==> src/rtl/mio_bus_ws_if.sv <==
// CPU-side bus of the memory/IO bridge: a level request with its address and data,
// answered by a one-cycle completion pulse with registered read data.
interface mio_bus_ws_if;
  logic        req;
  logic        mem_w;
  logic [31:0] addr_bus;
  logic [31:0] Cpu_data2bus;
  logic [31:0] Cpu_data4bus;
  logic        MIO_ready;
  logic        bus_err;

  // The master holds req (with mem_w/addr_bus/Cpu_data2bus) until the slave has sampled it.
  // The slave answers every sampled request with exactly one MIO_ready pulse; bus_err marks a failed access.
  modport master (
    output req, mem_w, addr_bus, Cpu_data2bus,
    input  Cpu_data4bus, MIO_ready, bus_err
  );
  modport slave (
    input  req, mem_w, addr_bus, Cpu_data2bus,
    output Cpu_data4bus, MIO_ready, bus_err
  );
endinterface

==> src/rtl/mio_bus_ws.sv <==
// Bridge from the CPU request bus to a fixed-latency RAM and NCH ack-based peripheral
// channels, with an ack timeout that turns a stalled peripheral access into a bus error.
module mio_bus_ws #(
  parameter int NCH     = 4,
  parameter int RAM_AW  = 10,
  parameter int RAM_LAT = 1,
  parameter int TMO     = 15
) (
  input  logic                clk,
  input  logic                rst,
  mio_bus_ws_if.slave         cpu,
  output logic [RAM_AW-1:0]   ram_addr,
  output logic [31:0]         ram_data_in,
  output logic                data_ram_we,
  input  logic [31:0]         ram_data_out,
  output logic [NCH-1:0]      per_sel,
  output logic                per_we,
  output logic                per_rd,
  output logic [31:0]         Peripheral_in,
  input  logic [NCH*32-1:0]   per_rdata,
  input  logic [NCH-1:0]      per_ack,
  output logic [2:0]          dbg_state
);
  typedef enum logic [2:0] {
    IDLE    = 3'd0,
    RAM_ACC = 3'd1,
    PER_ACC = 3'd2,
    DONE    = 3'd3,
    ERR     = 3'd4
  } state_t;

  localparam logic [4:0] NCH_LIM  = 5'(NCH);
  localparam logic [2:0] LAT_LAST = 3'(RAM_LAT - 1);
  localparam logic [7:0] TMO_LAST = 8'(TMO - 1);

  state_t            state, state_nx;
  logic [RAM_AW-1:0] ram_word_q;
  logic [3:0]        ch_q;
  logic [31:0]       wdata_q;
  logic [31:0]       rdata_q;
  logic              we_q;
  logic [2:0]        lat_cnt;
  logic [7:0]        tmo_cnt;
  logic [NCH-1:0]    ch_sel;
  logic [31:0]       per_slice;
  logic              ack_hit;
  logic              ram_last;
  logic              dec_ram;
  logic              dec_per;
  logic              unused_addr;

  assign dec_ram     = (cpu.addr_bus[31:28] == 4'h0);
  assign dec_per     = (cpu.addr_bus[31:28] == 4'hF) && ({1'b0, cpu.addr_bus[7:4]} < NCH_LIM);
  assign unused_addr = ^cpu.addr_bus;

  // Channel select and read-data slice come from the latched address, so acks and data
  // of every other channel are masked off here.
  always_comb begin
    ch_sel    = '0;
    per_slice = '0;
    for (int k = 0; k < NCH; k++) begin
      if (ch_q == 4'(k)) begin
        ch_sel[k] = 1'b1;
        per_slice = per_rdata[32*k +: 32];
      end
    end
  end

  assign ack_hit  = |(per_ack & ch_sel);
  assign ram_last = we_q || (lat_cnt == LAT_LAST);

  always_ff @(posedge clk or posedge rst) begin
    if (rst) state <= IDLE;
    else     state <= state_nx;
  end

  always_comb begin
    state_nx = state;
    case (state)
      IDLE: begin
        if (cpu.req) begin
          if (dec_ram)      state_nx = RAM_ACC;
          else if (dec_per) state_nx = PER_ACC;
          else              state_nx = ERR;
        end
      end
      RAM_ACC: if (ram_last) state_nx = DONE;
      // An ack seen on the timeout cycle still completes the access.
      PER_ACC: begin
        if (ack_hit)                   state_nx = DONE;
        else if (tmo_cnt == TMO_LAST)  state_nx = ERR;
      end
      DONE:    state_nx = IDLE;
      ERR:     state_nx = IDLE;
      default: state_nx = IDLE;
    endcase
  end

  always_comb begin
    data_ram_we      = 1'b0;
    per_sel          = '0;
    per_we           = 1'b0;
    per_rd           = 1'b0;
    cpu.MIO_ready    = 1'b0;
    cpu.bus_err      = 1'b0;
    cpu.Cpu_data4bus = rdata_q;
    case (state)
      RAM_ACC: data_ram_we = we_q;
      PER_ACC: begin
        per_sel = ch_sel;
        per_we  = we_q;
        per_rd  = !we_q;
      end
      DONE: cpu.MIO_ready = 1'b1;
      ERR: begin
        cpu.MIO_ready = 1'b1;
        cpu.bus_err   = 1'b1;
      end
      default: ;
    endcase
  end

  assign ram_addr      = ram_word_q;
  assign ram_data_in   = wdata_q;
  assign Peripheral_in = wdata_q;
  assign dbg_state     = state;

  always_ff @(posedge clk or posedge rst) begin
    if (rst) begin
      ram_word_q <= '0;
      ch_q       <= '0;
      wdata_q    <= '0;
      we_q       <= 1'b0;
      lat_cnt    <= '0;
      tmo_cnt    <= '0;
      rdata_q    <= '0;
    end else begin
      if (state == IDLE && cpu.req) begin
        ram_word_q <= cpu.addr_bus[RAM_AW+1:2];
        ch_q       <= cpu.addr_bus[7:4];
        wdata_q    <= cpu.Cpu_data2bus;
        we_q       <= cpu.mem_w;
      end
      lat_cnt <= (state == RAM_ACC) ? lat_cnt + 3'd1 : 3'd0;
      tmo_cnt <= (state == PER_ACC) ? tmo_cnt + 8'd1 : 8'd0;
      // Read data is cleared on the way into ERR so the error cycle shows zero.
      if (state_nx == ERR)
        rdata_q <= '0;
      else if (state == RAM_ACC && !we_q && ram_last)
        rdata_q <= ram_data_out;
      else if (state == PER_ACC && !we_q && ack_hit)
        rdata_q <= per_slice;
    end
  end
endmodule

==> src/flat_wrapper.sv <==
// flat-port wrapper written by rule: the top's interface ports become plain ports
module mio_bus_ws_flat 
#(
  parameter int NCH     = 4,
  parameter int RAM_AW  = 10,
  parameter int RAM_LAT = 1,
  parameter int TMO     = 15
)
  (clk, rst, ram_addr, ram_data_in, data_ram_we, ram_data_out, per_sel, per_we, per_rd, Peripheral_in, per_rdata, per_ack, dbg_state, cpu_req, cpu_mem_w, cpu_addr_bus, cpu_Cpu_data2bus, cpu_Cpu_data4bus, cpu_MIO_ready, cpu_bus_err);
  mio_bus_ws_if cpu_i ();
  input  logic clk;
  input  logic rst;
  output logic [RAM_AW-1:0] ram_addr;
  output logic [31:0] ram_data_in;
  output logic data_ram_we;
  input  logic [31:0] ram_data_out;
  output logic [NCH-1:0] per_sel;
  output logic per_we;
  output logic per_rd;
  output logic [31:0] Peripheral_in;
  input  logic [NCH*32-1:0] per_rdata;
  input  logic [NCH-1:0] per_ack;
  output logic [2:0] dbg_state;
  input wire logic [$bits(cpu_i.req)-1:0] cpu_req;
  input wire logic [$bits(cpu_i.mem_w)-1:0] cpu_mem_w;
  input wire logic [$bits(cpu_i.addr_bus)-1:0] cpu_addr_bus;
  input wire logic [$bits(cpu_i.Cpu_data2bus)-1:0] cpu_Cpu_data2bus;
  output wire logic [$bits(cpu_i.Cpu_data4bus)-1:0] cpu_Cpu_data4bus;
  output wire logic [$bits(cpu_i.MIO_ready)-1:0] cpu_MIO_ready;
  output wire logic [$bits(cpu_i.bus_err)-1:0] cpu_bus_err;
  assign cpu_i.req = cpu_req;
  assign cpu_i.mem_w = cpu_mem_w;
  assign cpu_i.addr_bus = cpu_addr_bus;
  assign cpu_i.Cpu_data2bus = cpu_Cpu_data2bus;
  assign cpu_Cpu_data4bus = cpu_i.Cpu_data4bus;
  assign cpu_MIO_ready = cpu_i.MIO_ready;
  assign cpu_bus_err = cpu_i.bus_err;
  mio_bus_ws #(.NCH(NCH), .RAM_AW(RAM_AW), .RAM_LAT(RAM_LAT), .TMO(TMO)) u_core (.clk(clk), .rst(rst), .cpu(cpu_i), .ram_addr(ram_addr), .ram_data_in(ram_data_in), .data_ram_we(data_ram_we), .ram_data_out(ram_data_out), .per_sel(per_sel), .per_we(per_we), .per_rd(per_rd), .Peripheral_in(Peripheral_in), .per_rdata(per_rdata), .per_ack(per_ack), .dbg_state(dbg_state));
endmodule
==> config.mk <==
export PLATFORM = sky130hd
export DESIGN_NAME = mio_bus_ws_flat
export DESIGN_NICKNAME = d
export VERILOG_FILES = /design/src/rtl/mio_bus_ws_if.sv /design/src/rtl/mio_bus_ws.sv /design/src/flat_wrapper.sv
export SDC_FILE = /design/constraint.sdc
export NUM_CORES = 1
export LEC_CHECK = 0
export ABC_AREA = 1
export CORE_AREA = 2 2 135 137
export DETAILED_ROUTE_END_ITERATION = 6
export DIE_AREA = 0 0 137 139
export GPL_TIMING_DRIVEN = 0
export PLACE_DENSITY = 0.7
export SYNTH_ARGS = -nofsm -noshare
export SYNTH_HDL_FRONTEND = slang
export SYNTH_SLANG_ARGS = --single-unit
==> constraint.sdc <==
create_clock -name clk -period 8.3 [get_ports clk]
set_clock_uncertainty 0.1 [all_clocks]
set_input_delay 1.245 -clock clk [delete_from_list [all_inputs] [get_ports clk]]
set_output_delay 1.245 -clock clk [all_outputs]
set_load 0.01 [all_outputs]
==> impl_metrics.yaml, run 1 <==
outcome:
  status: "complete, no violations"
finish:
  design_area_mm2: 0.009427
  fillers: 1747
  final_common_cell: "clkdlybuf4s50_1"
  antennaDiodeCount: 0
  drive_gt1_frac: 0.07544
  synthToLayoutAreaGrowth_pct: 73.16
  final_nets: 1371
  mostFrequentLayoutCells: "clkdlybuf4s50_1, nand2_1, nand3_1"
drt:
  viasPerCell: 4.681
  drcViolationCount: 0
  drt-initial-drc-count: 290
  dr.pass1.iters: 5
  ant_nets: 0
  vias: 6408
  wl_per_cell_um: 15.78
  wirelength_mm: 21.60
worst_hold_path:
  hold_start: "u_core.ram_addr[1]"
  hp-class: "reg -> reg"
  holdPathEnd: "u_core.ram_addr[1]"
  holdPathStages: 2
placement:
  dpl.hpwl_mm: 17.52
  gp_congestion: 0.8731
  io_buffer_count: 331
  placed_area_mm2: 0.009074
worst_setup_path:
  cp-end-kind: "output port"
  r2r-end: "u_core.cpu.Cpu_data4bus[18]"
  startpoint_type: "register"
  r2r-start: "u_core.ch_q[0]"
  critPathKind: "reg -> out"
  cp_slowest_cell: "clkdlybuf4s50_1"
  crit_path_max_incr_delay_ps: 560
  regToRegSetupSlack_ps: 6040
  cp_num_buf_inv: 4
  critPathMaxFanout: 10
  cp_cell_sequence: "nor2_2 -> buf_2 -> buf_2 -> buf_2 -> nand2_1 -> nor2_1 -> clkdlybuf4s50_1"
  reg2reg_depth: 8
  worstPathArrival_ps: 2580
  crit_family: "buffers and inverters"
  cp_common_cell: "buf_2"
  cp.required_ps: 6950
run:
  cap_violations: 0
pwr:
  p_int_uw: 1757
  power_uw: 2999
  combinationalPowerShare: 0.596
  ir_worst_vdd_v: 0.0001508
  p_seq_frac: 0.245
  p_leak_uw: 0.004433
  powerDensity_mw_per_mm2: 318.1
  switching_share: 0.4142
  switchingPower_uw: 1242
  clkPwrFrac: 0.160
sta:
  finalCritPeriodShare: 0.4725
  max_freq_mhz: 255.0
  rsz0062_at_grt: "no"
  finalHoldViolCount: 0
  fin_crit_ps: 3922
  report.final.slew_viol_count: 0
  setup_viol: 0
  final.setup.tns_ps: 0
  slew_headroom: 0.5917
  worst_slew_pin_slew_ps: 612.5
cts:
  numCtsBuffers: 9
  clk-insertion-delay-late_ps: 330
  cts_tree: "yes"
  clock-sinks: 89
  cts_buffer_depth: 2
  hold_buffers: 0
  root_buffer: "clkbuf_16"
  post_cts_buffers: 0
  clk_pin_slew_ps: 60
  htreeDepth: 3
  postCtsResizedCells: 0
synth:
  netlist_instances: 792
  avgSynthCellArea_um2: 6.874
  synth_nets: 1028
  synth.cell_area_mm2: 0.005444
  ys_seq_area_frac: 0.4091
  ys_ff_latch: 89
  yosys_warnings: 0
  yosys.cell_types.count: 25
die:
  core_area_mm2: 0.01766
  fp.dieH_um: 139
  die_w_um: 137
  start_util: 0.3083
  io_pins: 350
  dieArea_mm2: 0.01904
  num_rows: 49
grt:
  grt.total_usage: 0.2219
  grt_max_degree: 63
  grt-ovfl-total: 0
  grt_pass1_vias: 6248
  grt_pass1_wl_mm: 33.13
  antenna_found_initial: 0
==> cell type report <==
type	count	area [um2]	share of cell area
inverters	35	133.9	0.01420
clock buffers	10	239.0	0.02535
plain buffers	84	489.2	0.05190
well taps	229	286.5	0.03040
flip-flops and latches	89	2227	0.2363
repair buffers	332	3341	0.3544
multi-input cells	584	2596	0.2754
clock inverters	6	113.9	0.01208
==> worst max path at each step <==
stage,from,to,slack (ps),cells past startpoint
global placement,rst,u_core.cpu.Cpu_data4bus[0],3120,2
floorplan,rst,u_core.Peripheral_in[0],4650,1
global route,u_core.ram_addr[5],per_sel[0],4190,7
finish,u_core.ram_addr[5],per_sel[2],4380,7
detailed placement,u_core.ram_addr[5],per_sel[2],4770,7
CTS,u_core.ram_addr[5],per_sel[2],4380,7
==> synth_stat cells <==
cell type | instances | area, um2
nand2_1 | 241 | 904.6
nand3_1 | 192 | 960.9
nor2_1 | 98 | 367.9
dfrtp_1 | 89 | 2227
inv_1 | 33 | 123.9
buf_4 | 32 | 240.2
clkbuf_1 | 25 | 93.84
buf_2 | 13 | 65.06
nand4_1 | 11 | 68.82
o21ai_0 | 10 | 50.05
buf_1 | 9 | 33.78
or2_2 | 9 | 56.30
buf_6 | 5 | 56.30
a21oi_1 | 4 | 20.02
ha_1 | 4 | 50.05
nor2_2 | 4 | 25.02
inv_2 | 2 | 7.510
nor2_4 | 2 | 22.52
nor3_1 | 2 | 10.01
o211ai_1 | 2 | 15.01
a21oi_4 | 1 | 16.27
nor2b_1 | 1 | 6.260
nor4_1 | 1 | 6.260
o21bai_1 | 1 | 7.510
xnor2_1 | 1 | 8.760
==> kinds of logic (layout without fill, tap and decap cells) <==
group,count (synthesis),count (layout),synth area share
XOR/XNOR,1,1,0.001609
flip-flops,89,89,0.4091
adder cells (fa/ha/maj),4,4,0.009194
AO/OA/AOI/OAI,18,18,0.02000
buffers and inverters,119,467,0.1140
AND/OR/NAND/NOR,561,561,0.4461
==> through the flow <==
stage          worst slack, ps  utilization  instances  hold slack [ps]
2_1_floorplan             4648            -        792            332.2
3_3_place_gp              3120       0.5122       1352            348.4
3_5_place_dp              4765       0.5139       1353            357.8
4_1_cts                   4379       0.5339       1369            371.2
5_1_grt                   4186       0.5339       1369            391.0
6_report                  4378       0.5339       1369            372.6
==> flip-flops by register name, indices dropped and copies added, names as in the netlist <==
signal / flops
u_core.Peripheral_in: 32
u_core.ram_addr: 7
u_core.tmo_cnt: 8
u_core.we_q: 1
u_core.cpu.Cpu_data4bus: 32
u_core.lat_cnt: 3
u_core.dbg_state: 3
u_core.ch_q: 3
==> worst reg2reg max path, cell delays in order (launching register included) <==
cell and delay, ps:
dfrtp_1 480, nor2_2 440, clkbuf_1 520, nand3_1 160, nand3_1 120, nor2_1 60, nor2_1 160, nand3_1 100
nand2_1 70
==> power by group through the flow <==
stage	logic (uW)	clock network (uW)	registers, uW
6_report	1790	479	734
5_1_grt	1960	505	758
3_5_place_dp	1810	0	742
3_3_place_gp	1780	0	736
4_1_cts	1810	487	737
2_1_floorplan	840	0	797
==> per-layer routing <==
layer / routed length [um] / GRT usage / share of wire
met4: 460 / 0.06620 / 0.021
met3: 1424 / 0.03765 / 0.066
met5: 0 / 0 / 0
met2: 10790 / 0.3930 / 0.50
met1: 8923 / 0.2725 / 0.41
Note: power is estimated with default switching activity, not from simulation.
==> run 2, diff against run 1 <==
CORE_AREA = 2 2 138 140   (was 2 2 135 137)
DIE_AREA = 0 0 140 142   (was 0 0 137 139)
clock period = 3.2 ns   (was 8.3 ns; I/O delays follow)
==> run 2 against run 1 <==
Net effect: the run now ends with design-rule violations left; register-to-register slack worse by 5100 ps; die area up 4.4%; setup slack worse by 4200 ps; final cell count up 0.29%; clock-buffer cell count up 2; via count about the same; highest routed layer is now met5.
==> impl_metrics.yaml, run 2 (synthesized netlist as in run 1, its figures left out) <==
cts:
  cts_tree: "yes"
  numCtsBuffers: 9
  cts_buffer_depth: 2
  htreeDepth: 3
  root_buffer: "clkbuf_16"
  clock-sinks: 89
  hold_buffers: 0
  clk-insertion-delay-late_ps: 340
  clk_pin_slew_ps: 60
worst_setup_path:
  cp.required_ps: 2620
  critPathMaxFanout: 10
  worstPathArrival_ps: 2470
  critPathKind: "reg -> out"
  startpoint_type: "register"
  cp-end-kind: "output port"
drt:
  wl_per_cell_um: 16.24
  vias: 6414
  viasPerCell: 4.672
  dr.pass1.iters: 7
  drcViolationCount: 26
  drt-initial-drc-count: 358
  wirelength_mm: 22.29
  ant_nets: 0
finish:
  mostFrequentLayoutCells: "clkdlybuf4s50_1, nand2_1, nand3_1"
  final_cell_count_no_fill: 1373
  drive_gt1_frac: 0.07375
  antennaDiodeCount: 0
  post-route-util: 0.5087
  final_nets: 1370
  synthToLayoutAreaGrowth_pct: 72.44
  final_common_cell: "clkdlybuf4s50_1"
die:
  core_area_mm2: 0.01846
  fp.dieH_um: 142
  dieArea_mm2: 0.01988
  start_util: 0.2950
  num_rows: 50
  die_w_um: 140
  io_pins: 350
pwr:
  ir_worst_vdd_v: 0.0003165
  p_int_uw: 4421
  p_leak_uw: 0.004413
  clkPwrFrac: 0.143
  p_seq_frac: 0.251
  switchingPower_uw: 3219
  combinationalPowerShare: 0.607
  powerDensity_mw_per_mm2: 813.8
  switching_share: 0.4214
run:
  cap_violations: 0
sta:
  slew_headroom: 0.5719
  finalCritPeriodShare: 0.9537
  fin_crit_ps: 3052
  finalHoldViolCount: 0
  rsz0062_at_grt: "no"
  report.final.slew_viol_count: 0
  setup_viol: 0
  worst_slew_pin_slew_ps: 642.1
  max_freq_mhz: 327.7
grt:
  grt.total_usage: 0.2222
  antenna_found_initial: 1
  grt-ovfl-total: 0
  grt_pass1_vias: 6302
  grt_pass1_wl_mm: 34.24
  grt_max_degree: 61
worst_hold_path:
  hp-class: "reg -> reg"
placement:
  io_buffer_count: 331
  gp_congestion: 0.8742
  dpl.hpwl_mm: 18.21
  dp_cells: 1358
outcome:
  status: "finished with violations"
  violations: "design-rule violations"
## run 2: cell count changes in the layout (fill, tap and decap cells not counted)
cell and change:
clkinv_4 +1, clkbuf_8 +1, buf_4 +1, inv_6 -1, clkbuf_4 +1, clkinvlp_4 -1, buf_2 -3, clkbuf_1 +1
clkinv_2 +1, bufinv_16 -2
## run 2: per-stage QoR
| step | instance area, um2 | power [uW] | hold WS, ps | setup WS, ps | TNS (ps) |
|---|---|---|---|---|---|
| 2_1_floorplan | 5444 | 4245 | 332.2 | 313.1 | 0 |
| 3_3_place_gp | 9050 | 6536 | 347.2 | -1289 | -113800 |
| 3_5_place_dp | 9080 | 6614 | 362.8 | 376.7 | 0 |
| 4_1_cts | 9390 | 7735 | 373.6 | 57.43 | 0 |
| 5_1_grt | 9388 | 8224 | 390.0 | 17.36 | 0 |
| 6_report | 9388 | 7640 | 371.4 | 148.1 | 0 |
## run 2: worst max-delay path, stage by stage (launching register included)
cell and delay, ps:
dfrtp_1 490, nor2_2 400, clkbuf_1 440, nand2_1 110
nor2_1 140, clkdlybuf4s50_1 560
## run 2: timing repair
| item | in CTS | in global routing |
|---|---|---|
| pin swaps | 0 | 0 |
| setup buffers | 0 | 0 |
| setup endpoints to repair | 3 | 3 |
| resized for setup | 1 | 1 |
## run 2: power groups by stage
stage	registers (uW)	clock network, uW	logic [uW]
6_report	1910	1090	4640
5_1_grt	1980	1170	5080
4_1_cts	1920	1120	4700
3_5_place_dp	1930	0	4680
3_3_place_gp	1920	0	4620
2_1_floorplan	2070	0	2180
## run 2: area by class of cell
cell class                      instances  area [um2]
Timing Repair Buffer                  332        3341
Tap cell                              234       292.8
Buffer                                 83       489.2
Inverter                               35       133.9
Multi-Input combinational cell        584        2596
Clock buffer                           12       256.5
Clock inverter                          4       51.30
Sequential cell                        89        2227
Fill cell                            1855        9067
## run 2: worst paths after layout
path | to | slack [ps] | depth (start not counted) | start
worst max-delay path | per_sel[0] | 150 | 5 | u_core.ch_q[0]
worst min-delay path | u_core.ram_addr[9] | 370 | 2 | u_core.ram_addr[9]
worst max register to register | u_core.cpu.Cpu_data4bus[30] | 950 | 9 | u_core.ram_addr[5]
worst min register to register | u_core.ram_addr[9] | 370 | 2 | u_core.ram_addr[9]
max in group asynchronous | u_core.cpu.Cpu_data4bus[27] | 1940 | 3 | rst
min in group asynchronous | u_core.Peripheral_in[18] | 400 | 2 | rst
## run 2: metal layers
layer | share of wire | vias to the layer above | wire length [um] | global-route usage
li1 | - | 3204 | - | -
met4 | 0.025 | 2 | 566 | 0.07337
met3 | 0.069 | 32 | 1541 | 0.04071
met1 | 0.40 | 2912 | 8953 | 0.2632
met5 | 0.00058 | - | 13 | 0
met2 | 0.50 | 264 | 11220 | 0.4073
